$ cat config.mk
export PLATFORM = sky130hd
export DESIGN_NAME = mem_arbiter
export DESIGN_NICKNAME = d
export VERILOG_FILES = /design/src/rtl/mem_arbiter.sv
export SDC_FILE = /design/constraint.sdc
export NUM_CORES = 1
export LEC_CHECK = 0
export BUFFER_PORTS_ARGS = -buffer_cell sky130_fd_sc_hd__buf_4
export CAP_MARGIN = 20
export CORE_MARGIN = 2
export CORE_UTILIZATION = 45
export DETAILED_ROUTE_END_ITERATION = 6
export GPL_ROUTABILITY_DRIVEN = 0
export GPL_TIMING_DRIVEN = 0
export PLACE_DENSITY_LB_ADDON = 0.2
export SYNTH_ARGS = -nofsm -noshare
export SYNTH_HDL_FRONTEND = slang
export SYNTH_SLANG_ARGS = --single-unit
$ cat constraint.sdc
create_clock -name clk -period 2.15 [get_ports clk]
set_input_delay 0.5375 -clock clk [delete_from_list [all_inputs] [get_ports clk]]
set_output_delay 0.5375 -clock clk [all_outputs]
set_load 0.005 [all_outputs]
$ cat src/rtl/mem_arbiter.sv
// mem_arbiter: CPU/DMA arbiter for a single synchronous RAM (IDLE -> GRANT -> DATA).
// Define MEM_ARB_RR_EN for round-robin tie-breaking; the default is fixed CPU priority.
module mem_arbiter (
  input  logic        clk,
  input  logic        reset,
  input  logic [1:0]  cpu_cmd,
  input  logic [8:0]  cpu_addr,
  input  logic [15:0] cpu_wdata,
  output logic [15:0] cpu_rdata,
  output logic        cpu_ready,
  input  logic        dma_req,
  input  logic        dma_write,
  input  logic [8:0]  dma_addr,
  input  logic [15:0] dma_wdata,
  output logic [15:0] dma_rdata,
  output logic        dma_ack,
  output logic [1:0]  mem_cmd,
  output logic [8:0]  mem_addr,
  output logic [15:0] mem_wdata,
  input  logic [15:0] mem_rdata,
  output logic        busy,
  output logic        grant_dma
);
  typedef enum logic [1:0] {IDLE, GRANT, DATA} state_t;
  state_t r_state;
  logic r_rd;
  logic w_cpu_v, w_req, w_pick_dma;
  logic [1:0] w_cmd;
  assign w_cpu_v = cpu_cmd == 2'b01 || cpu_cmd == 2'b10;
  assign w_req = w_cpu_v || dma_req;
`ifdef MEM_ARB_RR_EN
  logic r_last_dma;
  assign w_pick_dma = dma_req && (!w_cpu_v || !r_last_dma);
`else
  assign w_pick_dma = dma_req && !w_cpu_v;
`endif
  assign w_cmd = w_pick_dma ? (dma_write ? 2'b10 : 2'b01) : cpu_cmd;
  // mem_* registers double as the capture registers: loaded on entry to GRANT, cleared on exit
  always_ff @(posedge clk) begin
    if (reset) begin
      r_state   <= IDLE;
      r_rd      <= 1'b0;
      mem_cmd   <= 2'b00;
      mem_addr  <= '0;
      mem_wdata <= '0;
      cpu_ready <= 1'b0;
      dma_ack   <= 1'b0;
      cpu_rdata <= '0;
      dma_rdata <= '0;
      busy      <= 1'b0;
      grant_dma <= 1'b0;
`ifdef MEM_ARB_RR_EN
      r_last_dma <= 1'b1;
`endif
    end else begin
      case (r_state)
        IDLE: if (w_req) begin
          r_state   <= GRANT;
          busy      <= 1'b1;
          grant_dma <= w_pick_dma;
          r_rd      <= w_cmd == 2'b01;
          mem_cmd   <= w_cmd;
          mem_addr  <= w_pick_dma ? dma_addr : cpu_addr;
          mem_wdata <= w_pick_dma ? dma_wdata : cpu_wdata;
`ifdef MEM_ARB_RR_EN
          r_last_dma <= w_pick_dma;
`endif
        end
        GRANT: begin
          r_state   <= DATA;
          mem_cmd   <= 2'b00;
          mem_addr  <= '0;
          mem_wdata <= '0;
          cpu_ready <= !grant_dma;
          dma_ack   <= grant_dma;
        end
        DATA: begin
          r_state   <= IDLE;
          busy      <= 1'b0;
          cpu_ready <= 1'b0;
          dma_ack   <= 1'b0;
          if (r_rd && grant_dma) dma_rdata <= mem_rdata;
          if (r_rd && !grant_dma) cpu_rdata <= mem_rdata;
        end
        default: r_state <= IDLE;
      endcase
    end
  end
endmodule

==> out/results.txt, run 1 <==
Number of I/O port buffers -> 134
Mapped Nets -> 364
Rel. slew slack -> 57.59%
CP Depth -> 8
DP Wirelength -> 5500 um
Clock group share of total power -> 34.2%
Leakage power -> 1.798 nW
Final Net Count -> 509
CP Buf/Inv Count -> 4
Switch Pwr -> 765.3 uW
Final ANT Viol Nets -> 0
Count of cell types in the netlist -> 38
Starting Density -> 47.43%
Clock root buffer -> clkbuf_8
Max incr delay on CP -> 0.33 ns
Initial antenna violation count -> 0
IO Pins -> 135
CTS tree -> done
Mapped Area -> 2644 um^2
Drc violations -> 0
Layout cells sized above 1 -> 39.04%
Logic gate share of total power -> 19.1%
Die area -> 6504 um^2
Syn Inst Count -> 288
Number of flops mapped to enable cells by yosys -> 0
CTS H-Tree Depth -> 3
Largest net degree at the start of global routing -> 12
Most frequent cell after synthesis -> dfxtp_1
WL/cell -> 14.63 um
Setup_tns -> 0 ns
Post-Route Utilization -> 70.53%
First-pass GRT wire length -> 11700 um
Data arrival, critical path -> 2.15 ns
Post-route insts no fill -> 510
Seq/Total Area, Yosys -> 49.98%
Worst Hold Class -> input pin to register
Critical path cell sequence -> inv_1 > ha_1 > clkbuf_1 > and3_1 > clkbuf_1 > buf_2 > nand2_1 > a21oi_1
Clock Path Buffers -> 2
Tmin final -> 1.881 ns
Vias in the first global route -> 2584
Synth top cells by count -> 66 x dfxtp_1, 64 x nand2_1, 36 x a21oi_1
Worst hold path stage count -> 2
First-pass iteration count of the detailed router -> 5
Cell taking the most area after synthesis -> dfxtp_1
Routed vias/inst -> 5.278
FP Rows -> 27
Worst vdd ir -> 0.0004515 V
Worst Setup Start Kind -> register
Hold Vio Cnt, Final -> 0
WS Path Type -> register to register
Die Span X -> 80.65 um
Core area -> 5574 um^2
Via count -> 2692
Clock transition at path regs -> 0.07 ns
Slew Limit Fails -> 0
YS warnings -> 0
Post-synth top area share -> 49.98%
Sequential share of power -> 46.7%
Total track usage -> 23.53%
Dominant cells by area after synthesis -> dfxtp_1 50%, nand2_1 9.1%, a21oi_1 6.8%, a221o_1 6.8%, and3_1 6.2%
N_diodes -> 0
Worst Skew -> 0.008033 ns
Placed insts -> 494
Fmax -> 531.6 MHz
Area Overhead vs Synth -> 48.70%
Reg2reg start -> r_state[0]
Synth Area per Inst -> 9.180 um^2
Switching part of the total power -> 26.18%
# hold bufs at CTS -> 0
Crit path launch -> r_state[0]
Final Setup Violations -> 0
Final worst slack -> 0.2688 ns
Worst setup EP type -> register
Total grt overflow -> 0
Die height -> 80.65 um
Worst path most repeated cell -> clkbuf_1
Pwr dens -> 743.5 nW/um^2
CP delay by family, top -> buffers and inverters
Asr flop ratio synth -> 0%
Critical-path top delay cell -> dfxtp_1
Internal power -> 2.158 mW
WP data required -> 2.42 ns
Status -> finished clean
Iter 0 DRT Violations -> 110
Max_cap viols -> 0
Critical Path Fanout Max -> 10
Dpl cell area -> 3740 um^2
Clock sinks -> 66
Final instance area -> 3931 um^2
TritonCTS Buffers -> 9
Insertion delay to the later sink of the worst-skew pair -> 0.34 ns
RSZ-0062 raised after global routing -> false
Primary FF master, synth -> dfxtp_1
Crit share post-route -> 87.50%
Worst r2r path cells -> 8
DP Worst Slack -> 0.03912 ns
Final wirelength -> 7462 um
Worst Tran Pin Value -> 0.6323 ns
HP Start -> dma_wdata[7]
Yosys reg bits -> 66
==> cell type report <==
| class | instances | area, um^2 |
|---|---|---|
| flip-flops and latches | 66 | 1321 |
| clock inverters | 5 | 55.05 |
| plain buffers | 22 | 112.6 |
| inverters | 3 | 11.26 |
| multi-input cells | 197 | 1204 |
| repair buffers | 134 | 1006 |
| clock buffers | 11 | 131.4 |
| fillers | 497 | 1643 |
| well taps | 72 | 90.09 |
==> state kept, by name (all words and copies together) (netlist names), 2 cells and up <==
signal     count
cpu_rdata     16
dma_rdata     16
mem_addr       9
mem_cmd        2
mem_wdata     16
r_state        2
==> metal layers <==
metal	share of wire [%]	track usage (%)	up-vias
met1	41	26.92	1272
met2	51	41.92	88
met4	1.6	8.136	0
met5	0	0	-
met3	6.8	6.404	11
li1	-	-	1321
==> cells by family after synthesis <==
kind of cell,synth area share [%]
buf+inv,4.685
mux,0.3786
compound gates,20.16
flops,49.98
simple gates,21.96
fa+ha+maj,1.893
xor+xnor,0.9467
==> power by group through the flow <==
stage | Clock [mW] | Combinational, mW | Sequential, mW
3_5_place_dp | 0 | 0.557 | 1.39
3_3_place_gp | 0 | 0.547 | 1.39
5_1_grt | 1.07 | 0.610 | 1.37
2_1_floorplan | 0 | 0.258 | 1.39
4_1_cts | 1.02 | 0.559 | 1.36
6_report | 1.00 | 0.557 | 1.37
==> worst paths after layout <==
| path | endpoint | slack, ns |
|---|---|---|
| worst max-delay path | dma_rdata[11] | 0.27 |
| worst min-delay path | mem_wdata[7] | 0.41 |
| worst max register to register | dma_rdata[11] | 0.27 |
| worst min register to register | cpu_rdata[7] | 0.46 |
==> repair_timing <==
item                       CTS  global route
buffers inserted             0             0
gates resized for setup      0             1
setup endpoints to repair    0            20
==> layout by cell type (no fill, tap or decap), drive strengths merged, types with 2 or more instances in the layout <==
cell type,count
and3b,2
and3,26
clkinv,2
a21oi,36
nand3,4
a221o,25
nand2b,3
o21ai,4
dfxtp,66
a31oi,2
clkbuf,25
clkinvlp,2
nand2,64
ha,4
nor2,2
nand3b,4
nor2b,4
inv,3
buf,142
==> metrics by stage <==
step	total power [mW]	hold slack, ns
2_1_floorplan	1.649	0.4527
3_3_place_gp	1.935	0.4455
3_5_place_dp	1.948	0.4488
4_1_cts	2.946	0.3982
5_1_grt	3.055	0.4015
6_report	2.923	0.4129
Note: power is estimated with default switching activity, not from simulation.
==> inputs of run 2 (changes only) <==
--- a/config.mk
+++ b/config.mk
@@ -8,7 +8,7 @@
 export BUFFER_PORTS_ARGS = -buffer_cell sky130_fd_sc_hd__buf_4
 export CAP_MARGIN = 20
 export CORE_MARGIN = 2
-export CORE_UTILIZATION = 45
+export CORE_UTILIZATION = 25
 export DETAILED_ROUTE_END_ITERATION = 6
 export GPL_ROUTABILITY_DRIVEN = 0
 export GPL_TIMING_DRIVEN = 0
==> out/results.txt, run 2 (synthesis results as in run 1) <==
Initial antenna violation count -> 0
Die area -> 11410 um^2
Critical-path top delay cell -> nor3b_2
Post-CTS Setup Bufs -> 0
Most common library cell in the layout ignoring fill and taps -> buf_4
Rel. slew slack -> 53.44%
HP Start -> dma_wdata[13]
Data arrival, critical path -> 2.20 ns
WP data required -> 2.44 ns
WS Path Type -> register to register
Critical Path Fanout Max -> 10
Worst Skew -> 0.006801 ns
Total grt overflow -> 0
Clock transition at path regs -> 0.08 ns
Clock sinks -> 66
Post-Route Utilization -> 39.74%
Largest net degree at the start of global routing -> 13
FP Rows -> 37
Leakage power -> 1.839 nW
WL/cell -> 13.97 um
Hold Vio Cnt, Final -> 0
Worst vdd ir -> 0.0003633 V
Status -> finished clean
Number of I/O port buffers -> 134
Max incr delay on CP -> 0.46 ns
Area Overhead vs Synth -> 54.47%
Largest regs -> cpu_rdata x16, dma_rdata x16, mem_wdata x16
CP Depth -> 6
Overall power -> 3.282 mW
CTS H-Tree Depth -> 3
Clock root buffer -> clkbuf_8
Final ANT Viol Nets -> 0
Hold WS -> 0.4094 ns
Worst r2r path cells -> 6
TritonCTS Buffers -> 9
Worst Setup Start Kind -> register
Fill cell count -> 1054
Final Net Count -> 509
First-pass iteration count of the detailed router -> 4
Critical path cell sequence -> inv_1 > ha_1 > nor3b_2 > clkbuf_1 > and3_1 > a221o_1
Iter 0 DRT Violations -> 99
CP Buf/Inv Count -> 2
Die Span X -> 106.8 um
Tmin final -> 1.908 ns
Layout cells sized above 1 -> 39.50%
Crit share post-route -> 88.73%
Most frequent cells in the layout -> 134 x buf_4, 66 x dfxtp_1, 64 x nand2_1
N_diodes -> 0
Total track usage -> 14.10%
Core area -> 10280 um^2
Slew Limit Fails -> 0
Dpl cell area -> 3820 um^2
RSZ-0062 raised after global routing -> false
Worst setup EP type -> register
Die height -> 106.8 um
Fmax -> 524.2 MHz
Routed vias/inst -> 4.568
Pwr dens -> 803.6 nW/um^2
Insertion delay to the later sink of the worst-skew pair -> 0.34 ns
Reg2reg start -> r_state[0]
Max_cap viols -> 0
CP delay by family, top -> simple AND/OR/NAND/NOR gates
Starting Density -> 25.72%
Final wirelength -> 8020 um
Final instance area -> 4084 um^2
Vias in the first global route -> 2548
Drc violations -> 0
DP Wirelength -> 6082 um
Worst hold path stage count -> 2
Via count -> 2622
IO Pins -> 135
Clock Path Buffers -> 2
First-pass GRT wire length -> 12470 um
Crit path launch -> r_state[0]
Worst Hold Class -> input pin to register
Final Setup Violations -> 0
Worst Tran Pin Value -> 0.6943 ns
CTS tree -> done
## run 2: cell count changes in the layout (fill, tap and decap cells not counted), sizes merged
| cell | previous run | this run |
|---|---|---|
| inv | 3 | 5 |
| clkinvlp | 2 | 0 |
| bufinv | 1 | 3 |
| clkinv | 2 | 0 |
## run 2: power breakdown
part	total, mW	switching [mW]	internal, mW
Sequential	1.37	0.0547	1.31
Clock	1.35	0.509	0.843
Combinational	0.565	0.251	0.315
## run 2: worst paths after layout
check,slack [ns],end
setup / recovery,0.24,mem_wdata[11]
hold / removal,0.41,mem_wdata[13]
setup reg to reg,0.24,mem_wdata[11]
hold reg to reg,0.46,dma_rdata[10]
## run 2: per-stage QoR
step,setup WS (ns),setup TNS (ns),cells
4_1_cts,0.2531,0,574
5_1_grt,0.07595,0,574
2_1_floorplan,0.5615,0,288
3_5_place_dp,-0.1177,-1.875,558
6_report,0.2424,0,574
3_3_place_gp,-0.03802,-0.5559,558
## run 2: per-layer routing
| metal | global-route usage, % | vias up | part of all wire (%) |
|---|---|---|---|
| met1 | 17.74 | 1228 | 45 |
| li1 | - | 1321 | - |
| met3 | 3.526 | 12 | 3.6 |
| met5 | 0 | - | 0 |
| met2 | 22.98 | 61 | 50 |
| met4 | 5.844 | 0 | 1.9 |
## run 2: worst register-to-register path, delay by kind of cell (launching register included)
family | cells | cell delay [ns]
flops | 1 | 0.33
fa+ha+maj | 1 | 0.25
simple gates | 2 | 0.70
buf+inv | 2 | 0.47
compound gates | 1 | 0.11
## run 2: area by class of cell
type	instances	area (um^2)	share of cell area, %
Sequential cell	66	1321	32.35
Clock inverter	5	107.6	2.635
Multi-Input combinational cell	197	1204	29.47
Clock buffer	11	151.4	3.707
Inverter	3	11.26	0.2757
Timing Repair Buffer	134	1006	24.63
Tap cell	136	170.2	4.167
Buffer	22	112.6	2.757
## run 2: what timing repair did
item | 4_1_cts | 5_1_grt
resized for setup | 1 | 0
endpoints found under the setup margin | 15 | 0
hold buffers | 0 | 0
